`config.mk`:
```
export PLATFORM = sky130hd
export DESIGN_NAME = card_dealer_flat
export DESIGN_NICKNAME = d
export VERILOG_FILES = /design/src/rtl/card_dealer_if.sv /design/src/rtl/card_dealer.sv /design/src/flat_wrapper.sv
export SDC_FILE = /design/constraint.sdc
export NUM_CORES = 2
export LEC_CHECK = 0
export ABC_AREA = 1
export BUFFER_PORTS_ARGS = -buffer_cell sky130_fd_sc_hd__buf_2
export CORE_MARGIN = 1
export CORE_UTILIZATION = 24
export DETAILED_ROUTE_END_ITERATION = 10
export GPL_ROUTABILITY_DRIVEN = 0
export PLACE_DENSITY = 0.38
export RECOVER_POWER = 50
export SLEW_MARGIN = 5
export SYNTH_ARGS = -nofsm -noshare
export SYNTH_HDL_FRONTEND = slang
export SYNTH_SLANG_ARGS = --single-unit
```
`constraint.sdc`:
```
create_clock -name clock -period 18.1 [get_ports clock]
set_input_delay 5.43 -clock clock [delete_from_list [all_inputs] [get_ports clock]]
set_output_delay 5.43 -clock clock [all_outputs]
set_load 0.01 [all_outputs]
```
`src/rtl/card_dealer_if.sv`:
```
// Request/valid card stream between the deck dealer (slave) and the
// blackjack state machine that consumes cards (master).
interface card_dealer_if;
    logic       shuffle_start;
    logic       deal_req;
    logic       card_valid;
    logic [3:0] card_value;
    logic [1:0] card_suit;
    logic       deck_ready;
    logic [5:0] cards_left;
    logic       deal_err;

    modport master (
        output shuffle_start, deal_req,
        input  card_valid, card_value, card_suit, deck_ready, cards_left, deal_err
    );

    modport slave (
        input  shuffle_start, deal_req,
        output card_valid, card_value, card_suit, deck_ready, cards_left, deal_err
    );
endinterface

```
`src/rtl/card_dealer.sv`:
```
// Owns the deck: fills it in order, Fisher-Yates shuffles it in place using a
// 16-bit LFSR with rejection sampling, then deals one card per request.
module card_dealer #(
    parameter int unsigned DECK_SIZE = 52,
    parameter logic [15:0] LFSR_SEED = 16'hACE1
) (
    input logic          clock,
    input logic          reset,
    card_dealer_if.slave bus
);
    typedef enum logic [1:0] {StFill, StShuffle, StReady} state_e;

    state_e      state_q, state_d;
    logic [15:0] lfsr_q, lfsr_d;
    logic [5:0]  deck_q [DECK_SIZE];
    logic [5:0]  deck_d [DECK_SIZE];
    logic [5:0]  idx_q, idx_d;
    logic [5:0]  ptr_q, ptr_d;
    logic [5:0]  left_q, left_d;
    logic        ready_q, ready_d;
    logic        valid_q, valid_d;
    logic        err_q, err_d;
    logic [3:0]  value_q, value_d;
    logic [1:0]  suit_q, suit_d;
    logic [5:0]  pick;
    logic [5:0]  dealt;

    always_comb begin
        lfsr_d  = {lfsr_q[14:0], lfsr_q[15] ^ lfsr_q[13] ^ lfsr_q[12] ^ lfsr_q[10]};
        state_d = state_q;
        deck_d  = deck_q;
        idx_d   = idx_q;
        ptr_d   = ptr_q;
        left_d  = left_q;
        ready_d = ready_q;
        valid_d = 1'b0;
        err_d   = 1'b0;
        value_d = value_q;
        suit_d  = suit_q;
        // Candidate swap partner comes from the pre-shift LFSR value.
        pick    = lfsr_q[5:0];
        dealt   = deck_q[ptr_q];

        if (bus.shuffle_start) begin
            state_d = StFill;
            ready_d = 1'b0;
            left_d  = '0;
            ptr_d   = '0;
        end else begin
            case (state_q)
                StFill: begin
                    for (int k = 0; k < int'(DECK_SIZE); k++) begin
                        deck_d[k] = 6'(k);
                    end
                    idx_d   = 6'(DECK_SIZE - 1);
                    ptr_d   = '0;
                    left_d  = '0;
                    ready_d = 1'b0;
                    state_d = StShuffle;
                end
                StShuffle: begin
                    // Out-of-range picks are rejected and retried next cycle.
                    if (pick <= idx_q) begin
                        deck_d[idx_q] = deck_q[pick];
                        deck_d[pick]  = deck_q[idx_q];
                        idx_d         = idx_q - 6'd1;
                        if (idx_q == 6'd1) begin
                            state_d = StReady;
                            left_d  = 6'(DECK_SIZE);
                            ready_d = 1'b1;
                        end
                    end
                end
                StReady: begin
                    if (bus.deal_req) begin
                        if (left_q != '0) begin
                            valid_d = 1'b1;
                            value_d = 4'(dealt % 6'd13) + 4'd1;
                            suit_d  = 2'(dealt / 6'd13);
                            ptr_d   = ptr_q + 6'd1;
                            left_d  = left_q - 6'd1;
                        end else begin
                            err_d = 1'b1;
                        end
                    end
                end
                default: state_d = StFill;
            endcase
        end
    end

    always_ff @(posedge clock or posedge reset) begin
        if (reset) begin
            state_q <= StFill;
            lfsr_q  <= LFSR_SEED;
            for (int k = 0; k < int'(DECK_SIZE); k++) begin
                deck_q[k] <= 6'(k);
            end
            idx_q   <= 6'(DECK_SIZE - 1);
            ptr_q   <= '0;
            left_q  <= '0;
            ready_q <= 1'b0;
            valid_q <= 1'b0;
            err_q   <= 1'b0;
            value_q <= '0;
            suit_q  <= '0;
        end else begin
            state_q <= state_d;
            lfsr_q  <= lfsr_d;
            deck_q  <= deck_d;
            idx_q   <= idx_d;
            ptr_q   <= ptr_d;
            left_q  <= left_d;
            ready_q <= ready_d;
            valid_q <= valid_d;
            err_q   <= err_d;
            value_q <= value_d;
            suit_q  <= suit_d;
        end
    end

    assign bus.card_valid = valid_q;
    assign bus.card_value = value_q;
    assign bus.card_suit  = suit_q;
    assign bus.deck_ready = ready_q;
    assign bus.cards_left = left_q;
    assign bus.deal_err   = err_q;
endmodule

```
`src/flat_wrapper.sv`:
```
// flat-port wrapper written by rule: the top's interface ports become plain ports
module card_dealer_flat 
#(
    parameter int unsigned DECK_SIZE = 52,
    parameter logic [15:0] LFSR_SEED = 16'hACE1
)
  (clock, reset, bus_shuffle_start, bus_deal_req, bus_card_valid, bus_card_value, bus_card_suit, bus_deck_ready, bus_cards_left, bus_deal_err);
  card_dealer_if bus_i ();
  input logic clock;
  input logic reset;
  input wire logic [$bits(bus_i.shuffle_start)-1:0] bus_shuffle_start;
  input wire logic [$bits(bus_i.deal_req)-1:0] bus_deal_req;
  output wire logic [$bits(bus_i.card_valid)-1:0] bus_card_valid;
  output wire logic [$bits(bus_i.card_value)-1:0] bus_card_value;
  output wire logic [$bits(bus_i.card_suit)-1:0] bus_card_suit;
  output wire logic [$bits(bus_i.deck_ready)-1:0] bus_deck_ready;
  output wire logic [$bits(bus_i.cards_left)-1:0] bus_cards_left;
  output wire logic [$bits(bus_i.deal_err)-1:0] bus_deal_err;
  assign bus_i.shuffle_start = bus_shuffle_start;
  assign bus_i.deal_req = bus_deal_req;
  assign bus_card_valid = bus_i.card_valid;
  assign bus_card_value = bus_i.card_value;
  assign bus_card_suit = bus_i.card_suit;
  assign bus_deck_ready = bus_i.deck_ready;
  assign bus_cards_left = bus_i.cards_left;
  assign bus_deal_err = bus_i.deal_err;
  card_dealer #(.DECK_SIZE(DECK_SIZE), .LFSR_SEED(LFSR_SEED)) u_core (.clock(clock), .reset(reset), .bus(bus_i));
endmodule
```
==> results.sh <==
export IMPL_p_leak_nw=11.5
export IMPL_hold_buffers=0
export IMPL_core_area_um2=107000
export IMPL_wl_met2_mm=63.3
export IMPL_r2r_end="u_core.deck_q[94]$_DFFE_PP0P_"
export IMPL_violations="capacitance limit, slew limit"
export IMPL_drt_total_wl_mm=147
export IMPL_clockBufferDepth=3
export IMPL_hold_viol=0
export IMPL_regArea_um2=9130
export IMPL_cts_root_buffer="clkbuf_16"
export IMPL_area_growth_syn_to_layout_pct=11.2
export IMPL_clkLatencyLatePin_ns=0.64
export IMPL_postCtsSetupBuffers=0
export IMPL_track_usage=0.265
export IMPL_post_route_drc_count=0
export IMPL_nets=3664
export IMPL_async_flop_share=1.00
export IMPL_start_util=0.242
export IMPL_cts_tree="yes"
export IMPL_cp_max_fo=101
export IMPL_grt_first_pass_wirelength_mm=209
export IMPL_first_pass_iters=6
export IMPL_yosys_top_cells_area="dfrtp_1 20%, dfstp_2 15%, o22ai_1 13%, nand2_1 9.7%, inv_1 8.4%"
export IMPL_rsz0062_at_grt="no"
export IMPL_place_hpwl_mm=96.5
export IMPL_core_rowCount=120
export IMPL_synth_cell_area_um2=25900
export IMPL_p_per_area_nw_per_um2=139
export IMPL_required_ns=18.76
export IMPL_layout_drive_gt1_share=0.108
export IMPL_grt_pass1_vias=27200
export IMPL_antenna_found_initial=5
export IMPL_multi_input_area_um2=13300
export IMPL_hold_path_class="reg -> reg"
export IMPL_clock_fmax_mhz=93.9
export IMPL_dpl_instance_area_um2=27300
export IMPL_r2r_worst_path_cells=10
export IMPL_finClkSkew_ns=0.0288
export IMPL_io_pins=19
export IMPL_ys_seq_area_frac=0.353
export IMPL_period_share=0.588
export IMPL_ys_ff_latch=357
export IMPL_synth_top_area_frac=0.198
export IMPL_outcome="complete, but fails checks"
export IMPL_startpoint_type="input port"
export IMPL_dr_wl_met3_mm=12.6
export IMPL_clock_sinks=357
export IMPL_finalMaxSlewViolations=317
export IMPL_syn_nets=3730
export IMPL_fillerInstances=11900
export IMPL_vias_per_cell=5.72
export IMPL_wl_met1_mm=64.4
export IMPL_wl_per_cell_um=29.0
export IMPL_yosysWarningCount=0
export IMPL_cts_buffers=48
export IMPL_tightest_slew_ns=4.60
export IMPL_synth_main_ff_cell="dfrtp_1"
export IMPL_slew_headroom=-2.07
export IMPL_drt_iter0_markers=3864
export IMPL_ir_drop_v=0.000128
export IMPL_max_cap_violations=6
export IMPL_synth_avg_cell_area_um2=6.98
export IMPL_synth_cells=3706
export IMPL_dieArea_um2=109000
export IMPL_path_clk_slew_ns=0.06
export IMPL_r2r_start="u_core.state_q[1]$_DFFE_PP0P_"
export IMPL_setup_violations=0
export IMPL_path_class="in -> async"
export IMPL_cp_end_kind="asynchronous set/reset pin"
export IMPL_fin_crit_ns=10.65
export IMPL_tns_ns=0
export IMPL_synth_area_leader_cell="dfrtp_1"
export IMPL_critPathLaunch="reset"
export IMPL_drtAntennaViolNets=0
export IMPL_yosysUniqueCellTypes=58
export IMPL_grt_max_degree=102
export IMPL_grt_overflow=0
export IMPL_synth_edf_count=0
export IMPL_final_area_um2=28800
export IMPL_fp_dieH_um=330
export IMPL_dr_max_layer_used="met5"
export IMPL_cp_arrival_ns=11.31
export IMPL_vias=29100
export IMPL_r2r_setup_slack_ns=10.67
export IMPL_io_buffer_count=18
export IMPL_htreeDepth=2
export IMPL_critPathCapture="u_core.deck_q[104]$_DFFE_PP0P_"
export IMPL_die_x_um=330
export IMPL_cts_resized=0
synth_stat cells, types with 4 or more instances:
cell type and number:
nor2_2 6, inv_2 40, clkinv_1 4, buf_6 15, a31oi_1 51, o21ai_1 108, o2111ai_1 24, nand2_1 669
inv_1 578, o211ai_1 28, o221ai_1 15, o22ai_1 525, nor2_1 207, nand3_1 155, o41ai_1 33, ha_1 20
a21oi_1 104, o21ai_0 388, nor3_1 17, clkbuf_1 90, o32ai_1 11, nor3_4 7, nand4_1 10, nor3_2 4
nand2_2 8, buf_4 23, a22oi_1 27, buf_2 86, dfrtp_1 205, dfstp_2 152, a221oi_1 36, a31oi_2 6
metrics by stage:
step	instances	util	hold WS (ns)	setup slack (ns)	power (W)
after floorplan	3706	-	0.331	3.02	0.00212
after global placement	4993	0.255	0.332	10.18	0.00301
after detailed placement	4993	0.255	0.337	10.11	0.00299
after CTS	5080	0.270	0.350	10.76	0.00397
after global routing	5080	0.269	0.360	6.29	0.00413
final	5082	0.269	0.347	7.45	0.00400
worst max-delay path: stages:
cell        delay, ns
buf_2            0.10
clkinvlp_2       2.51
clkbuf_1         2.23
buf_4            0.89
sequential cells by signal, indices dropped and copies added (netlist names), 2 cells and up:
register	cells
u_core.ptr_q	6
u_core.bus.cards_left	6
u_core.state_q	2
u_core.lfsr_q	16
u_core.bus.card_suit	2
u_core.deck_q	312
u_core.bus.card_value	4
u_core.idx_q	6
kinds of logic (layout without fill, tap and decap cells):
family | count (synthesis) | in the layout | synth area share
fa+ha+maj | 20 | 20 | 0.00967
xor+xnor | 6 | 6 | 0.00203
simple gates | 1102 | 1102 | 0.179
compound gates | 1379 | 1379 | 0.322
buf+inv | 842 | 813 | 0.134
flops | 357 | 357 | 0.353
other cells | 0 | 2 | 0
power breakdown:
| part | switching, W | total [W] | internal [W] |
|---|---|---|---|
| combinational | 0.00144 | 0.00183 | 0.000384 |
| sequential | 0.000183 | 0.00121 | 0.00103 |
| clock | 0.000415 | 0.000963 | 0.000548 |
| total | 0.00204 | 0.00400 | 0.00196 |
per-layer routing:
| layer | GRT usage | vias up |
|---|---|---|
| met2 | 0.400 | 1692 |
| met4 | 0.115 | 4 |
| li1 | - | 12800 |
| met3 | 0.0371 | 354 |
| met1 | 0.373 | 14200 |
| met5 | 0 | - |
cell type report:
type	count	area share
well taps	1403	0.0610
inverters	625	0.0818
multi-input cells	2507	0.463
flip-flops and latches	357	0.317
repair buffers	101	0.0234
diodes	2	0.000174
clock buffers	75	0.0491
clock inverters	12	0.00374
cell usage in the layout, fill, tap and decap left out, drive strengths merged, types with 20 or more instances in the layout:
| master | synthesis | layout |
|---|---|---|
| a21oi | 106 | 106 |
| a221oi | 36 | 36 |
| a22oi | 27 | 27 |
| a31oi | 57 | 57 |
| buf | 127 | 80 |
| clkbuf | 90 | 96 |
| dfrtp | 205 | 205 |
| dfstp | 152 | 152 |
| ha | 20 | 20 |
| inv | 621 | 621 |
| nand2 | 680 | 680 |
| nand3 | 156 | 156 |
| nor2 | 216 | 216 |
| nor3 | 28 | 28 |
| o2111ai | 24 | 24 |
| o211ai | 29 | 29 |
| o21ai | 496 | 496 |
| o22ai | 525 | 525 |
| o41ai | 33 | 33 |
worst min path at each step:
| stage | slack, ns | cells after the start | start | endpoint |
|---|---|---|---|---|
| after detailed placement | 0.34 | 0 | u_core.lfsr_q[8]$_DFF_PP0_ | u_core.lfsr_q[9]$_DFF_PP0_ |
| after global routing | 0.36 | 0 | u_core.lfsr_q[8]$_DFF_PP0_ | u_core.lfsr_q[9]$_DFF_PP0_ |
| after global placement | 0.33 | 0 | u_core.lfsr_q[8]$_DFF_PP0_ | u_core.lfsr_q[9]$_DFF_PP0_ |
| final | 0.35 | 0 | u_core.lfsr_q[8]$_DFF_PP0_ | u_core.lfsr_q[9]$_DFF_PP0_ |
| after CTS | 0.35 | 0 | u_core.lfsr_q[8]$_DFF_PP0_ | u_core.lfsr_q[9]$_DFF_PP0_ |
| after floorplan | 0.33 | 0 | u_core.lfsr_q[8]$_DFF_PP0_ | u_core.lfsr_q[9]$_DFF_PP0_ |
(Power assumes the default switching activity.)
